$ cat src/rtl/audio_pkg.sv
// Shared audio constants for the DAC serializer, tone generators and codec
// configuration blocks.
//   SAMPLE_W          bits per channel sample and per LRCK half-frame
//   SLOTS_PER_FRAME   BCLK slots per LRCK frame (left + right)
//   HALF_BCLK_DEFAULT CLOCK_50 cycles per AUD_BCLK half-period
package audio_pkg;

    localparam int unsigned SAMPLE_W          = 32;
    localparam int unsigned SLOTS_PER_FRAME   = 2 * SAMPLE_W;
    localparam int unsigned HALF_BCLK_DEFAULT = 8;

    typedef logic [SAMPLE_W-1:0] sample_t;

endpackage

$ cat src/rtl/bclk_divider.sv
// Bit-clock divider for the audio DAC serializer.
//   CLOCK_50  in   system clock
//   reset     in   synchronous, active-high reset
//   bclk      out  codec bit clock, high out of reset
//   fall      out  strobe, high in the cycle whose closing edge drives bclk 1->0
module bclk_divider
    import audio_pkg::*;
#(
    parameter int unsigned HALF_BCLK = HALF_BCLK_DEFAULT
) (
    input  logic CLOCK_50,
    input  logic reset,
    output logic bclk,
    output logic fall
);

    localparam logic [7:0] TermCnt = 8'(HALF_BCLK - 1);

    logic [7:0] cnt_q, cnt_d;
    logic       bclk_q, bclk_d;
    logic       term;

    always_comb begin
        term   = (cnt_q == TermCnt);
        cnt_d  = term ? 8'd0 : cnt_q + 8'd1;
        bclk_d = term ? ~bclk_q : bclk_q;
    end

    always_ff @(posedge CLOCK_50) begin
        if (reset) begin
            cnt_q  <= 8'd0;
            bclk_q <= 1'b1;
        end else begin
            cnt_q  <= cnt_d;
            bclk_q <= bclk_d;
        end
    end

    assign bclk = bclk_q;
    // Combinational so serial state updates on the same edge that drops bclk.
    assign fall = term & bclk_q;

endmodule

$ cat src/rtl/audio_dac_serializer.sv
// Left-justified, MSB-first stereo serializer for a slave codec DAC.
//   CLOCK_50      in   system clock
//   reset         in   synchronous, active-high reset
//   sample_l/r    in   signed left/right samples offered upstream
//   sample_valid  in   upstream offers a sample pair this cycle
//   sample_ready  out  one-entry holding register is empty
//   AUD_BCLK      out  codec bit clock
//   AUD_DACLRCK   out  frame clock, high = left slot
//   AUD_DACDAT    out  serial data
//   underrun      out  one-cycle pulse when a frame starts with nothing new held
module audio_dac_serializer
    import audio_pkg::*;
#(
    parameter int unsigned HALF_BCLK = HALF_BCLK_DEFAULT,
    parameter int unsigned SAMPLE_W  = audio_pkg::SAMPLE_W
) (
    input  logic                CLOCK_50,
    input  logic                reset,
    input  logic [SAMPLE_W-1:0] sample_l,
    input  logic [SAMPLE_W-1:0] sample_r,
    input  logic                sample_valid,
    output logic                sample_ready,
    output logic                AUD_BCLK,
    output logic                AUD_DACLRCK,
    output logic                AUD_DACDAT,
    output logic                underrun
);

    localparam int unsigned SLOT_W = $clog2(2 * SAMPLE_W);
    localparam int unsigned SR_W   = 2 * SAMPLE_W;

    logic                fall;
    logic                frame_start;
    logic                accept;

    logic [SLOT_W-1:0]   bit_cnt_q, bit_cnt_d;
    logic                lrck_q, lrck_d;
    logic [SR_W-1:0]     sr_q, sr_d;
    logic                hold_full_q, hold_full_d;
    logic [SAMPLE_W-1:0] hold_l_q, hold_l_d, hold_r_q, hold_r_d;
    logic [SAMPLE_W-1:0] last_l_q, last_l_d, last_r_q, last_r_d;
    logic                underrun_q, underrun_d;

    bclk_divider #(
        .HALF_BCLK (HALF_BCLK)
    ) u_bclk_divider (
        .CLOCK_50 (CLOCK_50),
        .reset    (reset),
        .bclk     (AUD_BCLK),
        .fall     (fall)
    );

    always_comb begin
        bit_cnt_d   = bit_cnt_q;
        lrck_d      = lrck_q;
        sr_d        = sr_q;
        hold_full_d = hold_full_q;
        hold_l_d    = hold_l_q;
        hold_r_d    = hold_r_q;
        last_l_d    = last_l_q;
        last_r_d    = last_r_q;
        underrun_d  = 1'b0;

        accept      = sample_valid & ~hold_full_q;
        // Slot counter sits at its last slot out of reset, so the first fall starts a frame.
        frame_start = fall & (bit_cnt_q == '1);

        if (fall) begin
            bit_cnt_d = bit_cnt_q + 1'b1;
            lrck_d    = ~bit_cnt_d[SLOT_W-1];
            if (frame_start) begin
                if (hold_full_q) begin
                    sr_d        = {hold_l_q, hold_r_q};
                    last_l_d    = hold_l_q;
                    last_r_d    = hold_r_q;
                    hold_full_d = 1'b0;
                end else begin
                    sr_d       = {last_l_q, last_r_q};
                    underrun_d = 1'b1;
                end
            end else begin
                sr_d = {sr_q[SR_W-2:0], 1'b0};
            end
        end

        // Accept needs an empty hold, so it never collides with the frame-start drain above;
        // a sample accepted on a frame-start cycle waits for the following frame.
        if (accept) begin
            hold_l_d    = sample_l;
            hold_r_d    = sample_r;
            hold_full_d = 1'b1;
        end
    end

    always_ff @(posedge CLOCK_50) begin
        if (reset) begin
            bit_cnt_q   <= '1;
            lrck_q      <= 1'b0;
            sr_q        <= '0;
            hold_full_q <= 1'b0;
            hold_l_q    <= '0;
            hold_r_q    <= '0;
            last_l_q    <= '0;
            last_r_q    <= '0;
            underrun_q  <= 1'b0;
        end else begin
            bit_cnt_q   <= bit_cnt_d;
            lrck_q      <= lrck_d;
            sr_q        <= sr_d;
            hold_full_q <= hold_full_d;
            hold_l_q    <= hold_l_d;
            hold_r_q    <= hold_r_d;
            last_l_q    <= last_l_d;
            last_r_q    <= last_r_d;
            underrun_q  <= underrun_d;
        end
    end

    assign sample_ready = ~hold_full_q;
    assign AUD_DACLRCK  = lrck_q;
    assign AUD_DACDAT   = sr_q[SR_W-1];
    assign underrun     = underrun_q;

endmodule

$ cat config.mk
export PLATFORM = sky130hd
export DESIGN_NAME = audio_dac_serializer
export DESIGN_NICKNAME = d
export VERILOG_FILES = /design/src/rtl/audio_pkg.sv /design/src/rtl/bclk_divider.sv /design/src/rtl/audio_dac_serializer.sv
export SDC_FILE = /design/constraint.sdc
export NUM_CORES = 1
export LEC_CHECK = 0
export BUFFER_PORTS_ARGS = -buffer_cell sky130_fd_sc_hd__buf_2
export CORE_ASPECT_RATIO = 1.2
export CORE_MARGIN = 2
export CORE_UTILIZATION = 57
export DETAILED_ROUTE_END_ITERATION = 7
export GPL_ROUTABILITY_DRIVEN = 0
export PLACE_DENSITY = 0.76
export SLEW_MARGIN = 15
export SYNTH_ARGS = -nofsm -noshare
export SYNTH_HDL_FRONTEND = slang
export SYNTH_SLANG_ARGS = --single-unit
export TNS_END_PERCENT = 100
$ cat constraint.sdc
create_clock -name CLOCK_50 -period 4.7 [get_ports CLOCK_50]
set_input_delay 0.94 -clock CLOCK_50 [delete_from_list [all_inputs] [get_ports CLOCK_50]]
set_output_delay 0.94 -clock CLOCK_50 [all_outputs]
set_load 0.05 [all_outputs]
Word-level counts from Yosys, hierarchy flattened
Index checks and enable logic that the tools add are counted.

Add/subtract/negate cells: 2. $mul: 0. Div/mod/pow operators: 0. Order comparisons: 0. Eq/ne operators: 2. Shifts and indexed selects: 0. Multiplexer cells: 6. Bitwise operators: 8. Reduce and logical (&&, ||, !) cells: 6.

Operators by type and width (number): two-way mux 64 bit (2); adder 8 x 1 -> 8 bit, second input constant (1); == test 8 x 3 -> 1 bit, second input constant (1); adder 6 x 1 -> 6 bit, second input constant (1); == test 6 bit, second input constant (1); NOT 1 bit (5); two-way mux 1 bit (4); nonzero test 2 bit (2); AND 1 bit (3); AND reduction 3 bit (1); OR reduction 3 bit (1); AND reduction 2 bit (1); OR reduction 2 bit (1).

Register bits: 210. Latch bits: 0. Bits in writable memories: 0. Memory bits (read-only): 0. Bits of input ports: 67. Word-level logic and storage cells: 35. Memories: 0.

Depth between registers and ports, before layout
Depth in word-level cells: 6. Mapped depth: 8. Gate-level depth less buffers: 5.

Modules after synthesis
A second synthesis with hierarchy kept.

Cell total of the unflattened synthesis: 1096. Area, all modules: 10093.4 um2.

Modules (own cells, without submodules): audio_dac_serializer (instances 1, cells an instance 1055, area an instance 9721.8 um2, sequential area each 4023.9 um2); bclk_divider (instances 1, cells an instance 41, area an instance 371.6 um2, sequential area each 180.2 um2).

Least setup slack after synthesis
No wires, ideal clock.

Path kind: input to register. From: input port reset. To: register last_l_q[0]. Setup time: 0.143 ns. Arrival time: 1.938 ns. Required time: 4.557 ns. Path slack: 2.619 ns. Stages: 4. Buffers on the path: 3. Cells stage by stage: clkbuf_1 > clkbuf_1 > clkbuf_1 > a21oi_2.

RTL lines: start: declaration (line audio_dac_serializer.sv:18) `input logic reset,`; end signal: assignment (line audio_dac_serializer.sv:113) `last_l_q <= last_l_d;`; end: declaration (line audio_dac_serializer.sv:41) `logic [SAMPLE_W-1:0] last_l_q, last_l_d, last_r_q, last_r_d;`.

No word-level cell between the ends.

Worst setup path after layout
From: register hold_full_q. To: output port sample_ready.

Longest elaborated chain between the ends: 1.

Ends and longest elaborated chain: start: declaration (line audio_dac_serializer.sv:39) `logic hold_full_q, hold_full_d;`; start signal: assignment (line audio_dac_serializer.sv:110) `hold_full_q <= hold_full_d;`; NOT 1 bit (line audio_dac_serializer.sv:119) `assign sample_ready = ~hold_full_q;`; end: declaration (line audio_dac_serializer.sv:22) `output logic sample_ready,`.

No other way between the ends.

==> results_dict.tcl <==
set metrics [dict create \
    hold_path_class "reg -> reg" \
    dieWidth_um 118 \
    arrival_ps 1840 \
    ys_seq_elements 210 \
    setup_viol 0 \
    io_buffers 71 \
    synthCells 990 \
    syn_avg_cell_area_sq_um 8.92 \
    synth_cell_types 36 \
    synth_edf_count 0 \
    critical_path.top_delay_family "flip-flops" \
    postCtsSetupBuffers 0 \
    max_cap_violations 0 \
    cts_made_buffers 22 \
    synth-seq-area-share 0.476 \
    cts-root-buf "clkbuf_16" \
    max_freq_mhz 360 \
    synth_top_area_cell "dfxtp_1" \
    max-vdd-ir-drop_mv 0.306 \
    grt_overflow 0 \
    synth_warnings 0 \
    num_antenna_cells 0 \
    drcViolationCount 0 \
    dp_hpwl_um 10500 \
    max_slew_margin 0.246 \
    hold_buffers 0 \
    cts_resized 0 \
    slowest_stage "dfxtp_2" \
    whs_ps 450 \
    firstDrtPassIters 4 \
    worstMarginPinSlew_ps 1130 \
    finalInstanceArea_sq_um 9890 \
    h-tree-depth 1 \
    yosys-top-cells-area "dfxtp_1 48%, nand2_1 12%, mux2_2 8.0%, mux2i_1 7.1%, a21oi_2 5.1%" \
    core_area_sq_um 15100 \
    first_iter_violations 458 \
    syn_area_sq_um 8830 \
    worstPathMaxFanout 29 \
    hold_viol 0 \
    grt_pass1_wl_um 30400 \
    cp-end-kind "output pin" \
    die_area_sq_um 16500 \
    via_per_inst 5.32 \
    postSynth.topFlopCell "dfxtp_1" \
    wl_um 17800 \
    async_reset_ff_frac 0 \
    finClkSkew_ps 7.19 \
    cts_sinks 210 \
    outcome "finished, final reports clean" \
    antenna_found_initial 0 \
    startpoint_type "register" \
    syn_to_final_growth_pct 12.0 \
    rows 49 \
    critPathRequiredTime_ps 3760 \
    final_nets 1090 \
    p_leak_nw 4.00 \
    power_w 0.00382 \
    grt_usage 0.217 \
    drv_slew 0 \
    power_density_nw_per_um2 386 \
    timing.final.crit_share 0.591 \
    period_minus_slack_ps 2780 \
    fin_setup_tns_ps 0 \
    critical-path-max-stage-delay_ps 810 \
    grt_max_degree 94 \
    drive_gt1_frac 0.253 \
    crit_chain "inv_1 > buf_2" \
    start_util 0.585 \
    clock_latency_ps 500 \
    crit_type "reg -> out" \
    tritoncts "done" \
    drtAntennaViolNets 0 \
    place_area_sq_um 9150 \
    route.vias.total 6587 \
    utilization 0.656 \
    wl_per_cell_um 14.4 \
    syn_nets 1059 \
    clkTransAtPathRegs_ps 60 \
    die-height_um 140 \
    synth_top_area_frac 0.476 \
    cts.path.max_buffers 3 \
    cp_num_buf_inv 2 \
    grt_pass1_vias 6552 \
    rsz0062_at_grt "false" \
    io-pin-count 72 \
]
==> cells in the mapped netlist (all sizes together), types with 3 or more instances <==
cell type	instances
nand2	324
mux2	63
nor3	4
dfxtp	210
mux2i	63
nor2	11
a21oi	129
o21ai	66
clkbuf	51
xor2	8
buf	20
inv	3
nand2b	5
and3	6
nand3	8
nand3b	3
==> area by class of cell <==
| class | count | area, sq um |
|---|---|---|
| clock buffer | 33 | 673 |
| clock inverter | 3 | 65.1 |
| fill | 1283 | 5190 |
| inverter | 3 | 11.3 |
| multi-input combinational | 706 | 4260 |
| sequential | 210 | 4210 |
| tap | 204 | 255 |
| timing repair buffer | 78 | 427 |
==> layout by cell type, fill, tap and decap left out, types with 2 or more instances in the layout <==
cell	instances
a21oi_1	78
a21oi_2	50
and3_1	5
buf_2	70
buf_4	6
bufinv_16	2
clkbuf_1	4
clkbuf_16	23
clkbuf_8	6
dfxtp_1	209
ha_1	2
inv_1	3
mux2_2	63
mux2i_1	63
nand2_1	293
nand2_2	31
nand2b_1	5
nand3_1	8
nand3b_1	3
nor2_1	11
nor3_1	4
o21ai_0	58
o21ai_1	8
or3b_1	2
xnor2_1	2
xor2_1	8
==> state kept, by name, summed over array words and instances, names as in the netlist <==
register and cells:
AUD_DACLRCK 1, bit_cnt_q 6, hold_full_q 1, hold_l_q 32, hold_r_q 32, last_l_q 32, last_r_q 32, sr_q 64
u_bclk_divider.bclk 1, u_bclk_divider.cnt_q 8, underrun 1
==> power by group <==
part / internal (W) / switching [W] / total [W]
Combinational: 0.0000872 / 0.000122 / 0.000209
Sequential: 0.00182 / 0.0000385 / 0.00185
Clock: 0.00109 / 0.000669 / 0.00176
==> layer usage <==
layer / track usage / vias up / wire length [um]
met5: 0 / - / 0
met4: 0.0736 / 0 / 366
met3: 0.0293 / 30 / 629
met2: 0.385 / 107 / 8760
met1: 0.270 / 3094 / 8030
li1: - / 3356 / -
==> cell families (layout without fill, tap and decap cells) <==
group,after synthesis,after routing,share of synthesized area
adders and majority gates,2,2,0.00283
buffers and inverters,74,117,0.0456
xor gates and xnor gates,10,10,0.00992
and+or+nand+nor,370,370,0.179
muxes,126,126,0.152
AOI/OAI and AO/OA,198,198,0.135
DFF,210,210,0.476
==> worst register-to-register path, delay by kind of cell (launching register included) <==
kind | cells | cell delay [ps]
simple gates | 3 | 1480
flops | 1 | 390
fa+ha+maj | 1 | 240
compound gates | 1 | 170
buf+inv | 1 | 330
==> through the flow <==
step	setup slack, ps	std cells
after floorplan	2620	990
after global placement	1900	1201
after detailed placement	1850	1201
after CTS	1890	1237
after global routing	1840	1237
final	1920	1237
==> path summary, 6_finish.rpt <==
kind | startpoint | endpoint | slack (ps) | cells after the start
max | hold_full_q$_SDFFE_PP0P_ | sample_ready | 1920 | 2
min | sr_q[48]$_SDFFE_PP0N_ | sr_q[48]$_SDFFE_PP0N_ | 450 | 2
min reg2reg | sr_q[48]$_SDFFE_PP0N_ | sr_q[48]$_SDFFE_PP0N_ | 450 | 2
max reg2reg | u_bclk_divider.cnt_q[0]$_SDFF_PP0_ | sr_q[0]$_SDFFE_PP0N_ | 2020 | 6
Power figures use the tool's default switching activity.
